$ cat config.mk
export PLATFORM = sky130hd
export DESIGN_NAME = mux_nx1_arb_flat
export DESIGN_NICKNAME = d
export VERILOG_FILES = /design/src/rtl/mux_nx1_arb_if.sv /design/src/rtl/mux_nx1_arb.sv /design/src/flat_wrapper.sv
export SDC_FILE = /design/constraint.sdc
export NUM_CORES = 1
export LEC_CHECK = 0
export CORE_MARGIN = 3
export CORE_UTILIZATION = 38
export CTS_CLUSTER_SIZE = 10
export DETAILED_ROUTE_END_ITERATION = 12
export PLACE_DENSITY_LB_ADDON = 0.15
export SETUP_SLACK_MARGIN = 0.1
export SYNTH_ARGS = -nofsm -noshare
export SYNTH_HDL_FRONTEND = slang
export SYNTH_SLANG_ARGS = --single-unit
$ cat constraint.sdc
create_clock -name clk -period 3.55 [get_ports clk]
set_clock_uncertainty 0.1 [all_clocks]
set_input_delay 0.5325 -clock clk [delete_from_list [all_inputs] [get_ports clk]]
set_output_delay 0.5325 -clock clk [all_outputs]
set_load 0.05 [all_outputs]
$ cat src/rtl/mux_nx1_arb_if.sv
// mux_nx1_arb_if -- handshake/bus bundle for the N:1 mux/arbiter.
//   Upstream side : in_data (NUM_IN packed words), in_valid, in_ready
//   Control       : mode (0 = explicit select, 1 = round-robin), sel
//   Downstream    : out_data, out_valid, out_src, out_ready
// Modport "master" is the environment that feeds channels and consumes the
// output; modport "slave" is the mux itself.
interface mux_nx1_arb_if #(
   parameter int WIDTH  = 16,
   parameter int NUM_IN = 4,
   parameter int SEL_W  = 2
);
   logic [NUM_IN*WIDTH-1:0] in_data;
   logic [NUM_IN-1:0]       in_valid;
   logic [NUM_IN-1:0]       in_ready;
   logic                    mode;
   logic [SEL_W-1:0]        sel;
   logic [WIDTH-1:0]        out_data;
   logic                    out_valid;
   logic [SEL_W-1:0]        out_src;
   logic                    out_ready;

   modport master (
      output in_data, in_valid, mode, sel, out_ready,
      input  in_ready, out_data, out_valid, out_src
   );

   modport slave (
      input  in_data, in_valid, mode, sel, out_ready,
      output in_ready, out_data, out_valid, out_src
   );
endinterface

$ cat src/rtl/mux_nx1_arb.sv
// mux_nx1_arb -- NUM_IN-to-1 multiplexer with explicit-select or round-robin
// arbitration feeding a single-entry registered output stage.
//   clk  : rising-edge clock
//   rst  : synchronous active-high reset (clears output register and rr_ptr)
//   bus  : mux_nx1_arb_if.slave -- channel inputs/ready, mode/sel controls,
//          registered out_data/out_valid/out_src with out_ready handshake.
// A word moves from channel g into the output register whenever g is granted
// and the register is empty or being drained in the same cycle.
module mux_nx1_arb #(
   parameter int WIDTH  = 16,
   parameter int NUM_IN = 4,
   parameter int SEL_W  = 2
) (
   input  logic         clk,
   input  logic         rst,
   mux_nx1_arb_if.slave bus
);

   logic [WIDTH-1:0] out_data_q, out_data_d;
   logic             out_valid_q, out_valid_d;
   logic [SEL_W-1:0] out_src_q, out_src_d;
   logic [SEL_W-1:0] rr_ptr_q, rr_ptr_d;

   logic             grant_vld;
   logic [SEL_W-1:0] grant_idx;
   logic [WIDTH-1:0] grant_data;
   logic             can_accept;
   logic             xfer;

   assign can_accept = !out_valid_q || bus.out_ready;
   assign xfer       = grant_vld && can_accept;

   always_comb begin : grant_sel
      int cand;
      grant_vld = 1'b0;
      grant_idx = '0;
      cand      = 0;
      if (!bus.mode) begin
         // An out-of-range sel matches no channel, so it yields no grant.
         for (int i = 0; i < NUM_IN; i++) begin
            if (bus.sel == SEL_W'(i) && bus.in_valid[i]) begin
               grant_vld = 1'b1;
               grant_idx = SEL_W'(i);
            end
         end
      end else begin
         // Walk offsets from the far end down so the valid channel nearest
         // to rr_ptr (in upward, wrapping order) is assigned last and wins.
         for (int k = NUM_IN - 1; k >= 0; k--) begin
            cand = int'(rr_ptr_q) + k;
            if (cand >= NUM_IN) cand = cand - NUM_IN;
            if (bus.in_valid[cand]) begin
               grant_vld = 1'b1;
               grant_idx = SEL_W'(cand);
            end
         end
      end
   end

   always_comb begin : data_mux
      grant_data = '0;
      for (int i = 0; i < NUM_IN; i++) begin
         if (grant_idx == SEL_W'(i)) grant_data = bus.in_data[i*WIDTH +: WIDTH];
      end
   end

   always_comb begin : ready_gen
      bus.in_ready = '0;
      for (int i = 0; i < NUM_IN; i++) begin
         if (xfer && !rst && grant_idx == SEL_W'(i)) bus.in_ready[i] = 1'b1;
      end
   end

   always_comb begin : next_state
      out_data_d  = out_data_q;
      out_valid_d = out_valid_q;
      out_src_d   = out_src_q;
      rr_ptr_d    = rr_ptr_q;
      if (xfer) begin
         // A load while draining keeps out_valid high: one word per cycle.
         out_data_d  = grant_data;
         out_valid_d = 1'b1;
         out_src_d   = grant_idx;
         if (bus.mode) begin
            rr_ptr_d = (grant_idx == SEL_W'(NUM_IN - 1)) ? '0 : grant_idx + SEL_W'(1);
         end
      end else if (out_valid_q && bus.out_ready) begin
         out_valid_d = 1'b0;
      end
   end

   // Output register stage
   always_ff @(posedge clk) begin
      if (rst) begin
         out_data_q  <= '0;
         out_valid_q <= 1'b0;
         out_src_q   <= '0;
         rr_ptr_q    <= '0;
      end else begin
         out_data_q  <= out_data_d;
         out_valid_q <= out_valid_d;
         out_src_q   <= out_src_d;
         rr_ptr_q    <= rr_ptr_d;
      end
   end

   assign bus.out_data  = out_data_q;
   assign bus.out_valid = out_valid_q;
   assign bus.out_src   = out_src_q;

endmodule

$ cat src/flat_wrapper.sv
// flat-port wrapper written by rule: the top's interface ports become plain ports
module mux_nx1_arb_flat 
#(
   parameter int WIDTH  = 16,
   parameter int NUM_IN = 4,
   parameter int SEL_W  = 2
)
  (clk, rst, bus_in_data, bus_in_valid, bus_mode, bus_sel, bus_out_ready, bus_in_ready, bus_out_data, bus_out_valid, bus_out_src);
  mux_nx1_arb_if #(.WIDTH(WIDTH), .NUM_IN(NUM_IN), .SEL_W(SEL_W)) bus_i ();
  input  logic clk;
  input  logic rst;
  input wire logic [$bits(bus_i.in_data)-1:0] bus_in_data;
  input wire logic [$bits(bus_i.in_valid)-1:0] bus_in_valid;
  input wire logic [$bits(bus_i.mode)-1:0] bus_mode;
  input wire logic [$bits(bus_i.sel)-1:0] bus_sel;
  input wire logic [$bits(bus_i.out_ready)-1:0] bus_out_ready;
  output wire logic [$bits(bus_i.in_ready)-1:0] bus_in_ready;
  output wire logic [$bits(bus_i.out_data)-1:0] bus_out_data;
  output wire logic [$bits(bus_i.out_valid)-1:0] bus_out_valid;
  output wire logic [$bits(bus_i.out_src)-1:0] bus_out_src;
  assign bus_i.in_data = bus_in_data;
  assign bus_i.in_valid = bus_in_valid;
  assign bus_i.mode = bus_mode;
  assign bus_i.sel = bus_sel;
  assign bus_i.out_ready = bus_out_ready;
  assign bus_in_ready = bus_i.in_ready;
  assign bus_out_data = bus_i.out_data;
  assign bus_out_valid = bus_i.out_valid;
  assign bus_out_src = bus_i.out_src;
  mux_nx1_arb #(.WIDTH(WIDTH), .NUM_IN(NUM_IN), .SEL_W(SEL_W)) u_core (.clk(clk), .rst(rst), .bus(bus_i));
endmodule
==> reports/summary.log, run 1 <==
[place] number of buffers added on ports 96
[timing] crit path time final 3430 ps
[final_layout] diode insertion count for antenna repair 0
[timing] fraction of the cycle the final worst path needs 96.5%
[logic_synthesis] leading cell types by total area after synthesis sky130_fd_sc_hd__dfxtp_1 (26%), sky130_fd_sc_hd__a221oi_1 (8.1%), sky130_fd_sc_hd__nor3_1 (7.4%), sky130_fd_sc_hd__nor2b_1 (7.0%), sky130_fd_sc_hd__a211oi_2 (6.2%)
[clock_network] clock buffers created by TritonCTS 3
[logic_synthesis] most common cell in the synthesized netlist sky130_fd_sc_hd__nor3_1
[logic_synthesis] warning count from the yosys run 0
[clock_network] source-to-sink clock delay at the later pin of the worst-skew pair 260 ps
[logic_synthesis] cell type with the highest aggregate area in the netlist sky130_fd_sc_hd__dfxtp_1
[worst_setup_path] buffering stage count on the worst path with inverters included 4
[floorplan] floorplan die width 71.3 µm
[logic_synthesis] top cells by count, synth sky130_fd_sc_hd__nor3_1 (24), sky130_fd_sc_hd__dfxtp_1 (21), sky130_fd_sc_hd__nor2_1 (20)
[floorplan] area of the die 5080 µm²
[worst_setup_path] maximum cell stage delay along the critical path 560 ps
[floorplan] boundary pin count 97
[logic_synthesis] proportion of synthesized chip area in sequential cells 26.0%
[global_routing] number of global-route vias before repair 1,845
[worst_setup_path] ordered list of cells on the worst path clkdlybuf4s50_1 > and4b_1 > a31oi_1 > o41ai_1 > nor3_1 > inv_1 > ha_1 > buf_4 > and2_1 > buf_12
[timing] Pins Over Slew Limit 0
[worst_setup_path] worst setup path class in2out
[floorplan] die boundary height 71.3 µm
[clock_network] CTS max path bufs 2
[logic_synthesis] fraction of registers with async set/reset 0%
[hold_path] Hold Path End u_core.bus.out_data[13]$_SDFFE_PP0N_
[global_routing] total congestion overflow after global routing 0
[place] HPWL reported at the end of detailed placement 4270 µm
[status] result of the run complete, no violations
[timing] Total Negative Setup Slacks 0 ps
[clock_network] number of post-CTS setup repair buffers 0
[logic_synthesis] share of the synthesized area in the top cell type 26.0%
[worst_setup_path] reg2reg start u_core.rr_ptr_q[0]$_SDFFE_PP0P_
[final_layout] Area Growth Syn to Fin 73.5%
[route] vias 1,900
[logic_synthesis] Most used DFF post-synth sky130_fd_sc_hd__dfxtp_1
[logic_synthesis] Synth Cell Area 1620 µm²
[clock_network] number of hold-repair buffers added at the cts stage 0
[route] via/cell ratio 5.41
[worst_setup_path] depth of the worst register-to-register path 11
[power] Internal Dissipation 610 µW
[worst_setup_path] endpoint class of the critical path output pin
[power] power density over the cells 366 nW/µm²
[timing] RSZ-0062 raised after global routing yes
[timing] worst-case headroom to the max-slew limit 37.2%
[worst_setup_path] Max Fanout on Critical Path 18
[clock_network] Clk Tree Root Cell sky130_fd_sc_hd__clkbuf_8
[hold_path] worst hold path class reg2reg
[logic_synthesis] synthesized instance count 197
[final_layout] proportion of layout cells with a drive suffix above 1 18.6%
[global_routing] wire length of the first global-routing pass 8640 µm
[logic_synthesis] count of cell types in the netlist 38
[power] power share of the combinational group 55.9%
[floorplan] core region area 4060 µm²
[timing] highest clock frequency the design can meet 292 MHz
[power] Switching Share 40.5%
[power] worst voltage drop across the vdd grid 0.221 mV
[route] total detailed-routing wirelength 5520 µm
[global_routing] antenna violations before repair 0
[worst_setup_path] slack of the worst reg-to-reg path 560 ps
[final_layout] final core utilization 69.2%
[worst_setup_path] kind of cell adding the most delay to the critical path buffers and inverters
[worst_setup_path] data required time at the worst endpoint 2920 ps
[logic_synthesis] number of enable-type register cells in the synthesized netlist 0
[route] average detailed-routed wire length per instance 15.7 µm
[global_routing] maximum number of pins on one net before global-route repair 25
[worst_setup_path] Worst setup startpoint bus_in_valid[0]
[logic_synthesis] Syn Area/Cell 8.21 µm²
[timing] Slew @ Worst Pin 942 ps
[power] share of power burned in registers 28.2%
[power] total leakage power 1.06 nW
[worst_setup_path] critical register-to-register path endpoint u_core.bus.out_data[10]$_SDFFE_PP0N_
[clock_network] CTS tree yes
[route] DRC Markers 0
[route] Detailed Routing Iterations Pass 1 4
[global_routing] Total Routing Usage GR 21.2%
[hold_path] worst hold path stage count 2
[route] initial detailed-routing violation count 122
[clock_network] clock transition at the registers of the reported paths 80 ps
[timing] endpoints failing hold 0
[route] remaining antenna violation count 0
[final_layout] Fill cells 364
[worst_setup_path] category of the worst setup path launch point input pin
[worst_setup_path] worst path arrival time 2790 ps
[floorplan] effective utilization at floorplan 39.9%
[logic_synthesis] synthesis-stage register bit count 21
[final_layout] Final nets 380
[power] relative contribution of the clock network to total power 15.9%
[place] global placer's final weighted congestion 0.868
[floorplan] std cell rows 23
[power] reported net switching power 416 µW
[clock_network] CTS H-tree depth 1
[hold_path] worst min-delay path startpoint u_core.bus.out_data[13]$_SDFFE_PP0N_
[clock_network] # clock sinks 21
[worst_setup_path] slowest stage cell on the critical path sky130_fd_sc_hd__clkdlybuf4s50_1
[logic_synthesis] Synth Net Count 275
[flow_run] reported max-cap violation count 0
[timing] Setup Viol. Count Final 0
[worst max path at each step]
stage	endpoint	slack, ps	cells after the start
final	bus_in_ready[1]	120	10
after global routing	bus_in_ready[1]	-70	10
after CTS	bus_in_ready[1]	120	10
after detailed placement	u_core.bus.out_data[11]$_SDFFE_PP0N_	-330	12
after global placement	u_core.bus.out_data[8]$_SDFFE_PP0N_	-190	12
after floorplan	bus_in_ready[1]	290	10
[cell usage in the layout (no fill, tap or decap), types with 6 or more instances in the layout]
cell type and count:
sky130_fd_sc_hd__nor2b_1 17, sky130_fd_sc_hd__nor2_1 20, sky130_fd_sc_hd__dfxtp_1 21, sky130_fd_sc_hd__nor3_1 24, sky130_fd_sc_hd__a211oi_1 11, sky130_fd_sc_hd__clkdlybuf4s50_1 92, sky130_fd_sc_hd__nor3_2 8, sky130_fd_sc_hd__a221oi_1 15
sky130_fd_sc_hd__buf_4 22, sky130_fd_sc_hd__a21oi_1 6, sky130_fd_sc_hd__a211oi_2 9
[worst reg2reg max path, cell delays in order, from the launching register on]
cell and delay, ps:
sky130_fd_sc_hd__dfxtp_1 530, sky130_fd_sc_hd__inv_1 180, sky130_fd_sc_hd__a211oi_1 320, sky130_fd_sc_hd__nor4_1 100
sky130_fd_sc_hd__nor3_1 330, sky130_fd_sc_hd__inv_1 130, sky130_fd_sc_hd__ha_1 270, sky130_fd_sc_hd__buf_4 210
sky130_fd_sc_hd__a221oi_1 370, sky130_fd_sc_hd__nor3_1 100, sky130_fd_sc_hd__a211oi_2 180, sky130_fd_sc_hd__nor3_2 60
[per-layer routing]
| layer | track usage [%] | share of wire (%) | vias up |
|---|---|---|---|
| met5 | 0 | 0 | - |
| met4 | 4.59 | 1.4 | 0 |
| met3 | 4.77 | 7.7 | 6 |
| met2 | 35.8 | 48 | 75 |
| met1 | 27.7 | 43 | 874 |
| li1 | - | - | 945 |
[power groups by stage]
stage / Combinational (mW) / Clock, mW / Sequential, mW
after detailed placement: 0.569 / 0 / 0.295
after global placement: 0.563 / 0 / 0.294
after floorplan: 0.245 / 0 / 0.395
after CTS: 0.572 / 0.168 / 0.290
after global routing: 0.615 / 0.181 / 0.295
final: 0.574 / 0.163 / 0.290
[cell families (layout without fill, tap and decap cells)]
| kind of cell | after synthesis | count (layout) | synth area share [%] |
|---|---|---|---|
| and+or+nand+nor | 90 | 90 | 32.1 |
| DFF | 21 | 21 | 26.0 |
| muxes | 5 | 5 | 3.33 |
| adders and majority gates | 5 | 5 | 3.71 |
| buffers and inverters | 23 | 127 | 7.58 |
| AOI/OAI and AO/OA | 53 | 53 | 27.3 |
[final cells by class]
type | instances | area, µm² | area share [%]
clock buffers | 3 | 41.3 | 1.47
clock inverters | 1 | 5.00 | 0.178
inverters | 5 | 18.8 | 0.668
multi-input cells | 153 | 1090 | 38.9
flip-flops and latches | 21 | 420 | 15.0
well taps | 50 | 62.6 | 2.23
repair buffers | 118 | 1170 | 41.5
[registers in the layout (all words and copies together) (netlist names)]
register / cells
u_core.bus.out_data: 16
u_core.bus.out_src: 2
u_core.rr_ptr_q: 2
u_core.bus.out_valid: 1
[timing repair]
action | in CTS | in global routing
hold endpoints to repair | 0 | 0
resized for setup | 2 | 2
endpoints found under the setup margin | 16 | 16
[stage by stage]
step / std cells / power (mW) / setup slack [ps] / cell area (µm²) / hold slack, ps
finish: 351 / 1.03 / 124 / 2810 / 398
CTS: 351 / 1.03 / 121 / 2800 / 400
floorplan: 197 / 0.640 / 294 / 1620 / 452
detailed placement: 347 / 0.864 / -326 / 2740 / 385
global route: 351 / 1.09 / -69.3 / 2810 / 417
global placement: 347 / 0.857 / -191 / 2740 / 377
Note: power is estimated with default switching activity, not from simulation.
==> run 2: changes to the inputs <==
--- a/config.mk
+++ b/config.mk
@@ -5,6 +5,7 @@
 export SDC_FILE = /design/constraint.sdc
 export NUM_CORES = 1
 export LEC_CHECK = 0
+export CAP_MARGIN = 20
 export CORE_MARGIN = 3
 export CORE_UTILIZATION = 38
 export CTS_CLUSTER_SIZE = 10
==> results of run 2 <==
The final DEF is identical to that of run 1; final timing and power are the same.
